## src/rtl/harness_frame_sequencer.sv

```systemverilog
// Frame sequencer between the UART byte streams and the accelerator under test.
// Host bytes are buffered in a small FIFO and forwarded as one terminator-delimited
// frame. The UART transmitter is then granted to the accelerator's result stream
// until that frame's final result byte has been sent.
module harness_frame_sequencer #(
  parameter int unsigned           DATA_WIDTH       = 8,
  parameter int unsigned           FIFO_DEPTH       = 16,
  parameter int unsigned           MAX_FRAME_LENGTH = 64,
  parameter logic [DATA_WIDTH-1:0] TERMINATOR       = '0,
  parameter int unsigned           TIMEOUT_CYCLES   = 100000
) (
  input  logic                  clock,
  input  logic                  reset,
  input  logic [DATA_WIDTH-1:0] rx_data,
  input  logic                  rx_valid,
  output logic [DATA_WIDTH-1:0] acc_in_data,
  output logic                  acc_in_valid,
  output logic                  acc_in_last,
  input  logic                  acc_in_ready,
  input  logic [DATA_WIDTH-1:0] acc_out_data,
  input  logic                  acc_out_valid,
  input  logic                  acc_out_last,
  output logic                  acc_out_ready,
  output logic [DATA_WIDTH-1:0] tx_data,
  output logic                  tx_valid,
  input  logic                  tx_ready,
  input  logic                  error_clear,
  output logic                  busy,
  output logic [15:0]           frame_count,
  output logic                  error_overrun,
  output logic                  error_length,
  output logic                  error_timeout
);

  localparam int unsigned PtrW  = (FIFO_DEPTH > 1) ? $clog2(FIFO_DEPTH) : 1;
  localparam int unsigned CntW  = PtrW + 1;
  localparam int unsigned BeatW = $clog2(MAX_FRAME_LENGTH + 1);
  localparam int unsigned TimeW = $clog2(TIMEOUT_CYCLES + 1);

  localparam logic [CntW-1:0]  FifoFull    = CntW'(FIFO_DEPTH);
  localparam logic [BeatW-1:0] BeatLastIdx = BeatW'(MAX_FRAME_LENGTH - 1);
  localparam logic [TimeW-1:0] TimeoutLast = TimeW'(TIMEOUT_CYCLES - 1);

  typedef enum logic [1:0] {StIdle, StForward, StRespond} state_e;

  state_e                  state_q, state_d;
  logic [DATA_WIDTH-1:0]   mem_q [FIFO_DEPTH];
  logic [PtrW-1:0]         wr_ptr_q, wr_ptr_d;
  logic [PtrW-1:0]         rd_ptr_q, rd_ptr_d;
  logic [CntW-1:0]         count_q, count_d;
  logic [BeatW-1:0]        beat_q, beat_d;
  logic [TimeW-1:0]        idle_q, idle_d;
  logic [15:0]             frame_count_q, frame_count_d;
  logic                    err_ovr_q, err_ovr_d;
  logic                    err_len_q, err_len_d;
  logic                    err_to_q, err_to_d;

  logic                    fifo_empty, fifo_full;
  logic [DATA_WIDTH-1:0]   head;
  logic                    in_fwd, in_resp;
  logic                    pop, push, overrun_ev;
  logic                    out_hs, len_ev, to_ev;

  // Stream outputs and FIFO handshake decode.
  always_comb begin
    fifo_empty    = (count_q == '0);
    fifo_full     = (count_q == FifoFull);
    head          = mem_q[rd_ptr_q];
    in_fwd        = (state_q == StForward);
    in_resp       = (state_q == StRespond);

    acc_in_valid  = in_fwd && !fifo_empty;
    // Beat-limit truncation can raise last even while waiting for the next byte.
    acc_in_last   = in_fwd && ((beat_q == BeatLastIdx) || (!fifo_empty && (head == TERMINATOR)));
    acc_in_data   = fifo_empty ? '0 : head;

    tx_data       = in_resp ? acc_out_data : '0;
    tx_valid      = in_resp && acc_out_valid;
    acc_out_ready = in_resp && tx_ready;

    pop           = acc_in_valid && acc_in_ready;
    push          = rx_valid && (!fifo_full || pop);
    overrun_ev    = rx_valid && fifo_full && !pop;
    out_hs        = tx_valid && tx_ready;

    busy          = (state_q != StIdle);
    frame_count   = frame_count_q;
    error_overrun = err_ovr_q;
    error_length  = err_len_q;
    error_timeout = err_to_q;
  end

  // Next-state for FIFO pointers, frame FSM, counters and sticky flags.
  always_comb begin
    wr_ptr_d      = push ? wr_ptr_q + 1'b1 : wr_ptr_q;
    rd_ptr_d      = pop ? rd_ptr_q + 1'b1 : rd_ptr_q;
    count_d       = count_q;
    unique case ({push, pop})
      2'b10:   count_d = count_q + 1'b1;
      2'b01:   count_d = count_q - 1'b1;
      default: count_d = count_q;
    endcase

    state_d       = state_q;
    beat_d        = beat_q;
    idle_d        = idle_q;
    frame_count_d = frame_count_q;
    len_ev        = 1'b0;
    to_ev         = 1'b0;

    case (state_q)
      StIdle: begin
        if (!fifo_empty) state_d = StForward;
      end
      StForward: begin
        if (pop) begin
          if (acc_in_last) begin
            len_ev  = (head != TERMINATOR);
            beat_d  = '0;
            state_d = StRespond;
          end else begin
            beat_d  = beat_q + 1'b1;
          end
        end
      end
      StRespond: begin
        // A final handshake wins over a coinciding timeout.
        if (out_hs) begin
          idle_d = '0;
          if (acc_out_last) begin
            frame_count_d = frame_count_q + 16'd1;
            state_d       = StIdle;
          end
        end else if (idle_q == TimeoutLast) begin
          idle_d  = '0;
          to_ev   = 1'b1;
          state_d = StIdle;
        end else begin
          idle_d  = idle_q + 1'b1;
        end
      end
      default: state_d = StIdle;
    endcase

    // A new event in the same cycle as a clear keeps the flag set.
    err_ovr_d = (err_ovr_q && !error_clear) || overrun_ev;
    err_len_d = (err_len_q && !error_clear) || len_ev;
    err_to_d  = (err_to_q && !error_clear) || to_ev;
  end

  // Control state with asynchronous reset; reset discards any partial frame.
  always_ff @(posedge clock or negedge reset) begin
    if (!reset) begin
      state_q       <= StIdle;
      wr_ptr_q      <= '0;
      rd_ptr_q      <= '0;
      count_q       <= '0;
      beat_q        <= '0;
      idle_q        <= '0;
      frame_count_q <= '0;
      err_ovr_q     <= 1'b0;
      err_len_q     <= 1'b0;
      err_to_q      <= 1'b0;
    end else begin
      state_q       <= state_d;
      wr_ptr_q      <= wr_ptr_d;
      rd_ptr_q      <= rd_ptr_d;
      count_q       <= count_d;
      beat_q        <= beat_d;
      idle_q        <= idle_d;
      frame_count_q <= frame_count_d;
      err_ovr_q     <= err_ovr_d;
      err_len_q     <= err_len_d;
      err_to_q      <= err_to_d;
    end
  end

  // FIFO storage; contents are don't-care while the occupancy count says empty.
  always_ff @(posedge clock) begin
    if (push) mem_q[wr_ptr_q] <= rx_data;
  end

endmodule

```

## config.mk

```make
export PLATFORM = sky130hd
export DESIGN_NAME = harness_frame_sequencer
export DESIGN_NICKNAME = d
export VERILOG_FILES = /design/src/rtl/harness_frame_sequencer.sv
export SDC_FILE = /design/constraint.sdc
export NUM_CORES = 1
export LEC_CHECK = 0
export BUFFER_PORTS_ARGS = -buffer_cell sky130_fd_sc_hd__buf_4
export CELL_PAD_IN_SITES_DETAIL_PLACEMENT = 1
export CELL_PAD_IN_SITES_GLOBAL_PLACEMENT = 2
export CORE_AREA = 2 2 125 176
export DETAILED_ROUTE_END_ITERATION = 6
export DIE_AREA = 0 0 127 178
export PLACE_DENSITY = 0.8
export SLEW_MARGIN = 20
export SYNTH_ARGS = -nofsm -noshare
export SYNTH_HDL_FRONTEND = slang
export SYNTH_SLANG_ARGS = --single-unit
```

## constraint.sdc

```tcl
create_clock -name clock -period 3.2 [get_ports clock]
set_input_delay 0.64 -clock clock [delete_from_list [all_inputs] [get_ports clock]]
set_output_delay 0.64 -clock clock [all_outputs]
set_load 0.05 [all_outputs]
```

# Yosys cells after proc, flatten, opt, wreduce, memory -nomap -nowiden
# Memory sizes are Yosys's and may differ from the RTL's.
# Index checks and enable logic that the tools add are counted.
classes:
  bitwise: 0
  n_mul: 0
  n_eq_ne: 12
  n_shift: 0
  muxes: 21
  div: 0
  n_lt_le_gt_ge: 0
  n_reduce_logical: 31
  add_sub_neg: 7
ops:
  columns: ["op", "n"]
  rows:
  - ["$mux 17", 2]
  - ["$add 17x1->17 const B", 1]
  - ["$eq 17x17->1 const B", 1]
  - ["$add 16x1->16 const B", 1]
  - ["$mux 8", 2]
  - ["$logic_and 1x1->1", 13]
  - ["$mux 2", 6]
  - ["$pmux 5 s2", 1]
  - ["$add 4x1->4 const B", 2]
  - ["$logic_not 8->1", 1]
  - ["$mux 1", 8]
  - ["$reduce_bool 8->1", 1]
  - ["$add 7x1->7 const B", 1]
  - ["$eq 7x6->1 const B", 1]
  - ["$mux 7", 1]
  - ["$pmux 2 s3", 1]
  - ["$add 5x1->5 const B", 1]
  - ["$eq 5x5->1 const B", 1]
  - ["$logic_not 5->1", 1]
  - ["$logic_or 1x1->1", 5]
  - ["$reduce_and 5->1", 1]
  - ["$sub 5x1->5 const B", 1]
  - ["$eq 2x1->1 const B", 2]
  - ["$eq 2x2->1 const B", 2]
  - ["other kinds (9)", 14]
word_totals:
  romBits: 0
  ramBits: 128
  output_inout_bits: 40
  latchBits: 0
  reg_bits: 58
  mem_count: 1
  in_bits: 24
memory_table:
  columns: ["memory", "words", "width", "read_ports", "rd_ports_with_merged_regs", "write_ports", "line", "source"]
  rows:
  - ["mem_q", 16, 8, 1, 0, 1, "47", "logic [DATA_WIDTH-1:0] mem_q [FIFO_DEPTH];"]

# Depth between registers and ports, before layout
# Gate-level depths: netlist of run 1.
depth:
  depth_word: 9
  mapped_depth: 15
  ltp_nobuf: 14

# Least setup slack after synthesis of run 1
# No wires, ideal clock.
synth_timing:
  kind: "reg-to-output"
  start: "reg rd_ptr_q[0]"
  end: "out acc_in_last"
  stages_incl_launch_ff: 9
  arrival_time_ns: 2.962
  slack_ns: -0.402
  cell_sequence: "dfrtp_1 -> buf_2 -> buf_6 -> mux4_2 -> mux4_2 -> nand3b_1 -> nor4_4 -> nor2_2 -> nor2_1"
synth_via:
  elab_chain_len: 5
synth_lines:
  columns: ["element", "line", "source"]
  rows:
  - ["start: declaration", "49", "logic [PtrW-1:0] rd_ptr_q, rd_ptr_d;"]
  - ["start signal: assignment", "167", "rd_ptr_q <= rd_ptr_d;"]
  - ["$mem_v2 16x8", null, null]
  - ["$logic_not 8->1", "74", "acc_in_last = in_fwd && ((beat_q == BeatLastIdx) || (!fifo_empty && (head == TERMINATOR)));"]
  - ["$logic_and 1x1->1", "74", null]
  - ["$logic_or 1x1->1", "74", null]
  - ["$logic_and 1x1->1", "74", null]
  - ["end: declaration", "18", "output logic acc_in_last,"]
# No other way between the ends.

# Worst setup path after layout of run 1
# Same ends and word-level chain as after synthesis.

==> impl_metrics.toml, run 1 <==
[yosys]
ys_seq_area_frac = 0.6519
synth_cell_types = 55
synth_compound_area_frac = 0.05761
synthArstFlopShare = 0.3118
syn_inst = 556
synth_top_family_by_area = "multiplexers"
ys_warn_count = 0
synthSimpleGateAreaFrac = 0.1066
synth-xor-area-share = 0.03019
syn_area_mm2 = 0.008123
syn-num-nets = 593
avgSynthCellArea_um2 = 14.61
ys.flop_type = "edfxtp_1"
muxShareOfSynthArea = 0.1083
synth_edf_count = 128
synth_fa_ha_area_frac = 0.02095
synth-seq-cells = 186

[clock_network]
h-tree-depth = 4
cts_buffers = 17
clk_path_buf_depth = 2
clk_latency_ns = 0.44
ctsHoldBuffers = 0
clk_pin_slew_ns = 0.07
cts_tree = "yes"
clock-root-buffer = "clkbuf_16"
cts.sink_count = 186

[power_and_ir_drop]
ir_drop_mv = 0.4861
combinationalPowerShare = 0.370
switching_share = 0.3466
switchingPower_uw = 2978
pwr-share-seq = 0.364
p_int_uw = 5613
p_per_area_mw_per_mm2 = 869.9
leakage_uw = 0.003842
clkPwrFrac = 0.265

[timing]
setup_viol = 1
worst_slack_ns = -0.4103
finalCriticalPeriod_ns = 3.610
tightest_slew_ns = 0.7599
finalHoldViolCount = 0
slew_viol_final = 0
fin_worst_skew_ns = 0.01175
rsz0062_at_grt = "true"
slew_headroom = 0.4934
period_share = 1.128
fmax_ghz = 0.2770

[grt]
grt_usage = 0.1860
grt_pass1_vias = 5535
grt_pass1_wl_mm = 31.48
antenna_found_initial = 0
grt_max_degree = 59
overflow = 0

[worst_setup_path]
startpoint_type = "flop"
cp.depth = 8
crit_fanout = 6
crit_buf_inv = 2
reg2reg_depth = 9
cp.arrival_ns = 2.97
crit_chain = "buf_12 -> mux4_2 -> mux4_2 -> nand3b_1 -> nor4_4 -> nor2_2 -> nor2_4 -> buf_8"
startpoint = "rd_ptr_q[0]"
cp-end-kind = "output port"
cp.required_ns = 2.56
cp_slowest_cell = "dfrtp_4"
cp_top_family = "multiplexers"
slowest_delay_ns = 0.50
crit_path_frequent_cell = "mux4_2"
r2r-start = "rd_ptr_q[0]"
critPathKind = "flop to output port"

[floorplanning]
die_h_um = 178
initial_core_util = 0.3874
row_count = 63
dieArea_mm2 = 0.02261
core_area_mm2 = 0.02097
ios = 64
die_x_um = 127

[finish]
syn2layout_area_growth_pct = 21.58
fillers = 2080
n_antenna_cell = 0
fin_nets = 699
layout_common_cells = "edfxtp_1, buf_4, dfrtp_1"
final_common_cell = "edfxtp_1"
final_area_mm2 = 0.009876
drive_above_1_share = 0.2756

[placement]
placedInstanceArea_mm2 = 0.009164
port_buffers = 63
gp_congestion = 0.7836
dp_slack_ns = -0.08454
dpl.hpwl_mm = 13.52

[status]
violations = "setup timing"
status = "finished with violations"

[route]
drtIter0Drc = 366
drc = 0
routed_wirelength_mm = 19.85
final_antenna_net_count = 0
num_vias = 5040
routedWlPerCell_um = 21.23
firstDrtPassIters = 4
vias_per_cell = 5.390

[run]
maxCapViolCount = 0

[hold_path]
hp-class = "primary input to async pin"
final cells by class:
cell class	instances	area, um^2	area share
Clock buffer	17	425.4	0.04308
Clock inverter	15	209.0	0.02116
Inverter	20	75.07	0.007602
Multi-Input combinational cell	327	2673	0.2706
Sequential cell	186	5299	0.5366
Tap cell	260	325.3	0.03294
Timing Repair Buffer	110	869.6	0.08805
power by group through the flow:
stage / Clock [uW] / Sequential, uW / Combinational (uW)
3_5_place_dp: 0 / 3200 / 3050
5_1_grt: 2420 / 3170 / 3440
4_1_cts: 2330 / 3120 / 3220
6_report: 2280 / 3130 / 3180
2_1_floorplan: 0 / 3080 / 2170
3_3_place_gp: 0 / 3170 / 2920
worst register-to-register path: cells and delay by family (launching register included):
| family | cells | cell delay [ns] |
|---|---|---|
| compound gates | 1 | 0.23 |
| mux | 2 | 0.92 |
| buf+inv | 3 | 0.45 |
| simple gates | 3 | 0.88 |
| flops | 1 | 0.50 |
Yosys cell counts, drive strengths merged (2+ instances only):
master	instances	area share
nor3b	2	0.0018
nand2	46	0.021
nor4	10	0.0095
o22ai	2	0.0015
dfrtp	58	0.18
nand3b	4	0.0037
nand2b	4	0.0031
a22o	2	0.0022
edfxtp	128	0.47
and3	11	0.0085
xnor2	19	0.020
o31ai	5	0.0046
a21o	7	0.0065
a21oi	8	0.0049
or2	2	0.0015
or3	2	0.0015
nand3	15	0.0092
mux2	3	0.0046
a22oi	2	0.0018
a211oi	2	0.0018
a221oi	4	0.0043
nand4	11	0.0085
ha	12	0.018
clkbuf	13	0.0060
buf	10	0.0092
a31o	3	0.0032
mux4	28	0.079
o41ai	4	0.0043
nor3	5	0.0031
and2	22	0.017
inv	19	0.0088
o21ai	25	0.015
nor2b	6	0.0046
nor2	23	0.011
xor2	9	0.0097
mux2i	20	0.025
per-stage QoR:
stage,util,total power (uW),TNS [ns],hold slack (ns),instances
6_report,0.4710,8591,-0.4103,0.2716,935
5_1_grt,0.4710,9024,-0.6267,0.3220,935
4_1_cts,0.4707,8684,-0.4200,0.2989,935
3_5_place_dp,0.4370,6249,-0.08454,0.4653,898
3_3_place_gp,0.4370,6090,-0.03446,0.4600,898
2_1_floorplan,-,5248,-0.05052,0.3444,556
logic make-up after synthesis:
family / Yosys count
AOI/OAI and AO/OA: 70
xor gates and xnor gates: 28
adders and majority gates: 13
buffers and inverters: 43
DFF: 186
muxes: 51
and+or+nand+nor: 165
sequential cells by signal, summed over array words and instances, names as in the netlist:
signal,cells
beat_q,7
error_overrun,1
error_timeout,1
rd_ptr_q,4
frame_count,16
idle_q,17
state_q,2
error_length,1
count_q,5
wr_ptr_q,4
mem_q,128
path summary, 6_finish.rpt:
| path | end | slack [ns] |
|---|---|---|
| max | acc_in_last | -0.41 |
| min in group clock | state_q[1] | 0.41 |
| min reg2reg | frame_count[7] | 0.49 |
| min | idle_q[7] | 0.27 |
| max in group asynchronous | rd_ptr_q[0] | 2.35 |
| max reg2reg | state_q[0] | 0.13 |
per-layer routing:
metal,GRT usage,vias up,part of all wire
li1,-,2311,-
met1,0.2206,2569,0.39
met2,0.3378,138,0.54
met3,0.03719,22,0.047
met4,0.06136,0,0.018
met5,0,-,0
repair_timing:
item / in CTS / in global routing
gates resized for setup: 7 / 1
setup buffers: 5 / 0
pin swaps: 1 / 0
endpoints found under the setup margin: 3 / 4
hold endpoints to repair: 0 / 0
Note: power is estimated with default switching activity, not from simulation.
==> run 2: changes to the inputs <==
Settings changed: CORE_AREA 2 2 125 176 to 3 3 126 177, DIE_AREA 0 0 127 178 to 0 0 129 180, SKIP_LAST_GASP set to 1.
==> run 2 against run 1 <==
  * The run still ends with setup timing left
  * Register-to-register slack barely moved
  * Sequential share of layout area grew 0.33 points
  * Die area is 2.7% higher
  * Largest power group unchanged
  * Highest routed layer unchanged
==> impl_metrics.toml, run 2 (synthesized netlist as in run 1, its figures left out) <==
[worst_setup_path]
cp.required_ns = 2.56
r2r-start = "rd_ptr_q[0]"
crit_path_frequent_cell = "mux4_2"
cp-end-kind = "output port"
critPathKind = "flop to output port"
cp_top_family = "multiplexers"
crit_buf_inv = 1
crit_fanout = 6
startpoint = "rd_ptr_q[0]"
crit_chain = "mux4_2 -> mux4_2 -> nand3b_1 -> nor4_4 -> nor2_2 -> nor2_4 -> buf_8"
cp_slowest_cell = "mux4_2"
slowest_delay_ns = 0.54
cp.arrival_ns = 2.96
startpoint_type = "flop"

[route]
vias_per_cell = 5.418
firstDrtPassIters = 4
final_antenna_net_count = 0
routedWlPerCell_um = 21.21
routed_wirelength_mm = 19.90
num_vias = 5082
drtIter0Drc = 217
drc = 0

[clock_network]
clk_path_buf_depth = 2
cts.sink_count = 186
cts_tree = "yes"
clk_pin_slew_ns = 0.07
clk_latency_ns = 0.44
ctsHoldBuffers = 0
cts_buffers = 17
h-tree-depth = 4
clock-root-buffer = "clkbuf_16"

[finish]
fin_nets = 702
final_area_mm2 = 0.009817
fillers = 2099
syn2layout_area_growth_pct = 20.86
largest_reg_flops = 128
final_common_cell = "edfxtp_1"
regArea_mm2 = 0.005300
regMostFlops = "mem_q"
drive_above_1_share = 0.2832
final_util = 0.4682
layout_common_cells = "edfxtp_1, buf_4, dfrtp_1"
n_antenna_cell = 0
multi_input_area_mm2 = 0.002683

[run]
maxCapViolCount = 0

[floorplanning]
die_h_um = 180
ios = 64
dieArea_mm2 = 0.02322
die_x_um = 129
row_count = 63
core_area_mm2 = 0.02097
initial_core_util = 0.3874

[timing]
finalHoldViolCount = 0
fmax_ghz = 0.2780
fin_worst_skew_ns = 0.01164
setup_viol = 1
tightest_slew_ns = 0.7826
slew_headroom = 0.4783
finalCriticalPeriod_ns = 3.597
worst_slack_ns = -0.3965
rsz0062_at_grt = "true"
period_share = 1.124
slew_viol_final = 0

[grt]
antenna_found_initial = 0
grt_usage = 0.1780
grt_pass1_wl_mm = 31.40
overflow = 0
grt_pass1_vias = 5634
grt_max_degree = 59

[status]
status = "finished with violations"
violations = "setup timing"

[placement]
gp_congestion = 0.7622
placedInstanceArea_mm2 = 0.009211
port_buffers = 63
dpl.hpwl_mm = 14.00

[power_and_ir_drop]
p_per_area_mw_per_mm2 = 841.0
leakage_uw = 0.003819
ir_drop_mv = 0.4811

[hold_path]
hp-class = "primary input to async pin"
-- run 2: cell types whose count changed in the layout (fill, tap and decap cells not counted), sizes merged --
| cell | delta |
|---|---|
| bufinv | -4 |
| clkbuf | +3 |
| clkinv | +2 |
| inv | -1 |
| buf | +3 |
-- run 2: cell type report --
class | count | share of cell area
repair buffers | 113 | 0.09304
clock buffers | 20 | 0.04550
inverters | 20 | 0.007647
multi-input cells | 327 | 0.2733
well taps | 260 | 0.03314
clock inverters | 12 | 0.007520
flip-flops and latches | 186 | 0.5399
-- run 2: timing repair --
item                                    4_1_cts  5_1_grt
cloned                                        0        0
setup buffers                                 4        1
endpoints found under the setup margin        2        3
resized for setup                             6        4
hold endpoints to repair                      0        0
pin swaps                                     1        3
-- run 2: metal layers --
metal,track usage,up-vias,share of wire
met5,0,-,0
met4,0.06347,0,0.026
met3,0.03894,39,0.047
met2,0.3154,138,0.54
met1,0.2098,2593,0.39
li1,-,2312,-
-- run 2: power by group --
part / total (uW) / internal, uW / switching (uW)
clock: 1910 / 1010 / 900
sequential: 3140 / 2900 / 238
combinational: 3210 / 1410 / 1790
-- run 2: through the flow --
step | instances | hold slack (ns) | setup WS (ns) | TNS [ns] | power [uW]
after detailed placement | 901 | 0.4663 | -0.1713 | -0.1713 | 6301
final | 938 | 0.2521 | -0.3965 | -0.3965 | 8256
after global routing | 938 | 0.3153 | -0.5314 | -0.6211 | 8705
after CTS | 937 | 0.2974 | -0.4166 | -0.4170 | 8311
after global placement | 901 | 0.4602 | -0.03215 | -0.03215 | 6146
after floorplan | 556 | 0.3444 | -0.05052 | -0.05052 | 5248
-- run 2: path summary, 6_finish.rpt --
check | end | slack, ns | cells after the start
max in group asynchronous | rd_ptr_q[0] | 2.31 | 1
min in group clock | error_length | 0.41 | 2
max reg2reg | state_q[0] | 0.13 | 9
min reg2reg | frame_count[15] | 0.48 | 1
max | acc_in_last | -0.40 | 7
min | idle_q[13] | 0.25 | 1
==> run 3: changes to the inputs <==
Settings changed: ABC_AREA set to 1, CORE_AREA 3 3 126 177 to 3 3 137 192, DIE_AREA 0 0 129 180 to 0 0 140 195, REMOVE_ABC_BUFFERS set to 1.
==> run 3 against run 2 <==
  * The run now ends clean
  * Clock power rose by 30%
  * Final cell count rose by 38%
  * First-iteration DRC count increased by 18%
  * Maximum frequency is 14% higher
  * Count of clock-buffer cells in the layout unchanged
==> impl_metrics.toml, run 3 <==
[timing]
setup_viol = 0
tightest_slew_ns = 1.057
fin_worst_skew_ns = 0.01186
period_share = 0.9871
finalCriticalPeriod_ns = 3.159
rsz0062_at_grt = "true"
worst_slack_ns = 0.04116
fmax_ghz = 0.3166
finalHoldViolCount = 0
slew_headroom = 0.2930
slew_viol_final = 0
hold_ws_ns = 0.2979

[power_and_ir_drop]
ir_drop_mv = 0.8163
p_per_area_mw_per_mm2 = 908.2
leakage_uw = 0.004730

[yosys]
avgSynthCellArea_um2 = 9.738
synth_area_leaders = "edfxtp_1, dfrtp_1, nand2_1"
ys_seq_area_frac = 0.6172
synthArstFlopShare = 0.3118
yosysMostFrequentCell = "nand2_1"
synth_top_area_share = 0.4480
yosys-top-cells-count = "nand2_1, edfxtp_1, inv_1, nand3_1, nor2_1"
synth-seq-cells = 186
syn_inst = 881
ys.flop_type = "edfxtp_1"
synth_edf_count = 128
synth.largest_area_cell = "edfxtp_1"
ys_warn_count = 0
synth_cell_types = 42
syn_area_mm2 = 0.008579

[clock_network]
clk_path_buf_depth = 2
clock-root-buffer = "clkbuf_16"
ctsHoldBuffers = 0
cts.sink_count = 186
cts_tree = "yes"
cts_buffers = 17
clk_pin_slew_ns = 0.07
h-tree-depth = 4
clk_latency_ns = 0.43

[floorplanning]
core_area_mm2 = 0.02467
ios = 64
row_count = 68
die_x_um = 140
die_h_um = 195
initial_core_util = 0.3477
dieArea_mm2 = 0.02730

[grt]
globalRouteMet1Util = 0.2001
grt_pass1_wl_mm = 36.48
antenna_found_initial = 0
grt_usage = 0.1702
grt-busiest-layer = "met2"
grt_pass1_vias = 6805
overflow = 0
grt_use_met2 = 0.3153
grtUsageMet3 = 0.03528
grt_max_degree = 59

[worst_setup_path]
crit_path_frequent_cell = "nand2_1"
crit_fanout = 14
r2r_setup_slack_ns = 0.39
slowest_delay_ns = 0.54
startpoint_type = "flop"
cp-end-kind = "output port"
critPathKind = "flop to output port"
cp_slowest_cell = "dfrtp_2"
cp.arrival_ns = 2.52
crit_chain = "inv_8 -> buf_12 -> nand2_1 -> nand2_1 -> nand2_1 -> nand3_1 -> nand3_2 -> nand2_1 -> nor2_1 -> nand2_1 -> nor2_4 -> nand2_2 -> nand2_4 -> nand2_2 -> inv_2 -> buf_8"
cp.required_ns = 2.56

[finish]
regArea_mm2 = 0.005296
fillers = 2827
largest_reg_flops = 128
syn2layout_area_growth_pct = 22.09
fin_cells = 1293
final_common_cell = "nand2_1"
final_area_mm2 = 0.01048
layout_common_cells = "nand2_1, edfxtp_1, inv_1"
final_util = 0.4245
fin_nets = 1002
regMostFlops = "mem_q"
multi_input_area_mm2 = 0.002750
n_antenna_cell = 0
drive_above_1_share = 0.1636

[placement]
gp_congestion = 0.7805
placedInstanceArea_mm2 = 0.009499
dpl.hpwl_mm = 15.09
port_buffers = 63
numPlacedInstances = 1251
dp_slack_ns = 0.2970

[route]
routedWlPerCell_um = 18.08
vias_per_cell = 4.937
num_vias = 6384
firstDrtPassIters = 4
final_antenna_net_count = 0
routed_wirelength_mm = 23.38
drc = 0
drtIter0Drc = 255

[status]
status = "completed"

[hold_path]
hp-class = "primary input to async pin"

[run]
maxCapViolCount = 0
[run 3: cell types whose count changed after synthesis, moves of 12 or more]
cell,delta
a21oi_1,+12
and2_1,-22
buf_2,+13
inv_1,+99
mux2i_1,-20
mux4_2,-25
nand2_1,+188
nand3_1,+70
nor2_1,+56
xor2_1,+12
[run 3: worst paths after layout]
check                                startpoint               to  cells past startpoint
worst min-delay path                      reset   frame_count[2]                      1
worst max-delay path                rd_ptr_q[0]      acc_in_last                     16
max in group asynchronous                 reset      rd_ptr_q[0]                      1
worst min register to register  frame_count[15]  frame_count[15]                      1
min in group clock              frame_count[15]  frame_count[15]                      1
worst max register to register       count_q[1]       count_q[4]                     14
[run 3: power breakdown]
part / total, uW / switching (uW) / internal, uW
Sequential: 3180 / 241 / 2940
Combinational: 3860 / 2540 / 1320
Clock: 2480 / 892 / 1590
Total: 9510 / 3670 / 5840
[run 3: logic make-up after synthesis]
family | Yosys count | synth area share
xor gates and xnor gates | 29 | 0.02961
AOI/OAI and AO/OA | 67 | 0.04521
and+or+nand+nor | 433 | 0.2148
buffers and inverters | 152 | 0.07204
adders and majority gates | 13 | 0.01983
muxes | 1 | 0.001312
DFF | 186 | 0.6172
[run 3: metrics by stage]
stage / power (uW) / setup TNS (ns)
3_3_place_gp: 6637 / 0
6_report: 9514 / 0
2_1_floorplan: 5384 / -5.504
3_5_place_dp: 6687 / 0
4_1_cts: 9385 / 0
5_1_grt: 10110 / -0.1491
[run 3: timing repair]
action,in CTS,in global routing
setup endpoints to repair,1,1
setup buffers,1,4
resized for setup,12,26
gates cloned,2,3
pin swaps,2,7
[run 3: cell type report]
class	instances	share of cell area
sequential	186	0.5056
multi-input combinational	543	0.2625
timing repair buffer	94	0.08230
inverter	123	0.04503
clock buffer	20	0.04360
tap	315	0.03763
clock inverter	12	0.02329
[run 3: critical path, delay by kind of cell (launching register included)]
kind	cells	cell delay [ns]
simple gates	12	1.04
flops	1	0.54
buf+inv	4	0.50
[run 3: metal layers]
layer,up-vias,share of wire
li1,3043,-
met1,3200,0.40
met2,127,0.54
met3,14,0.046
met4,0,0.013
met5,-,0
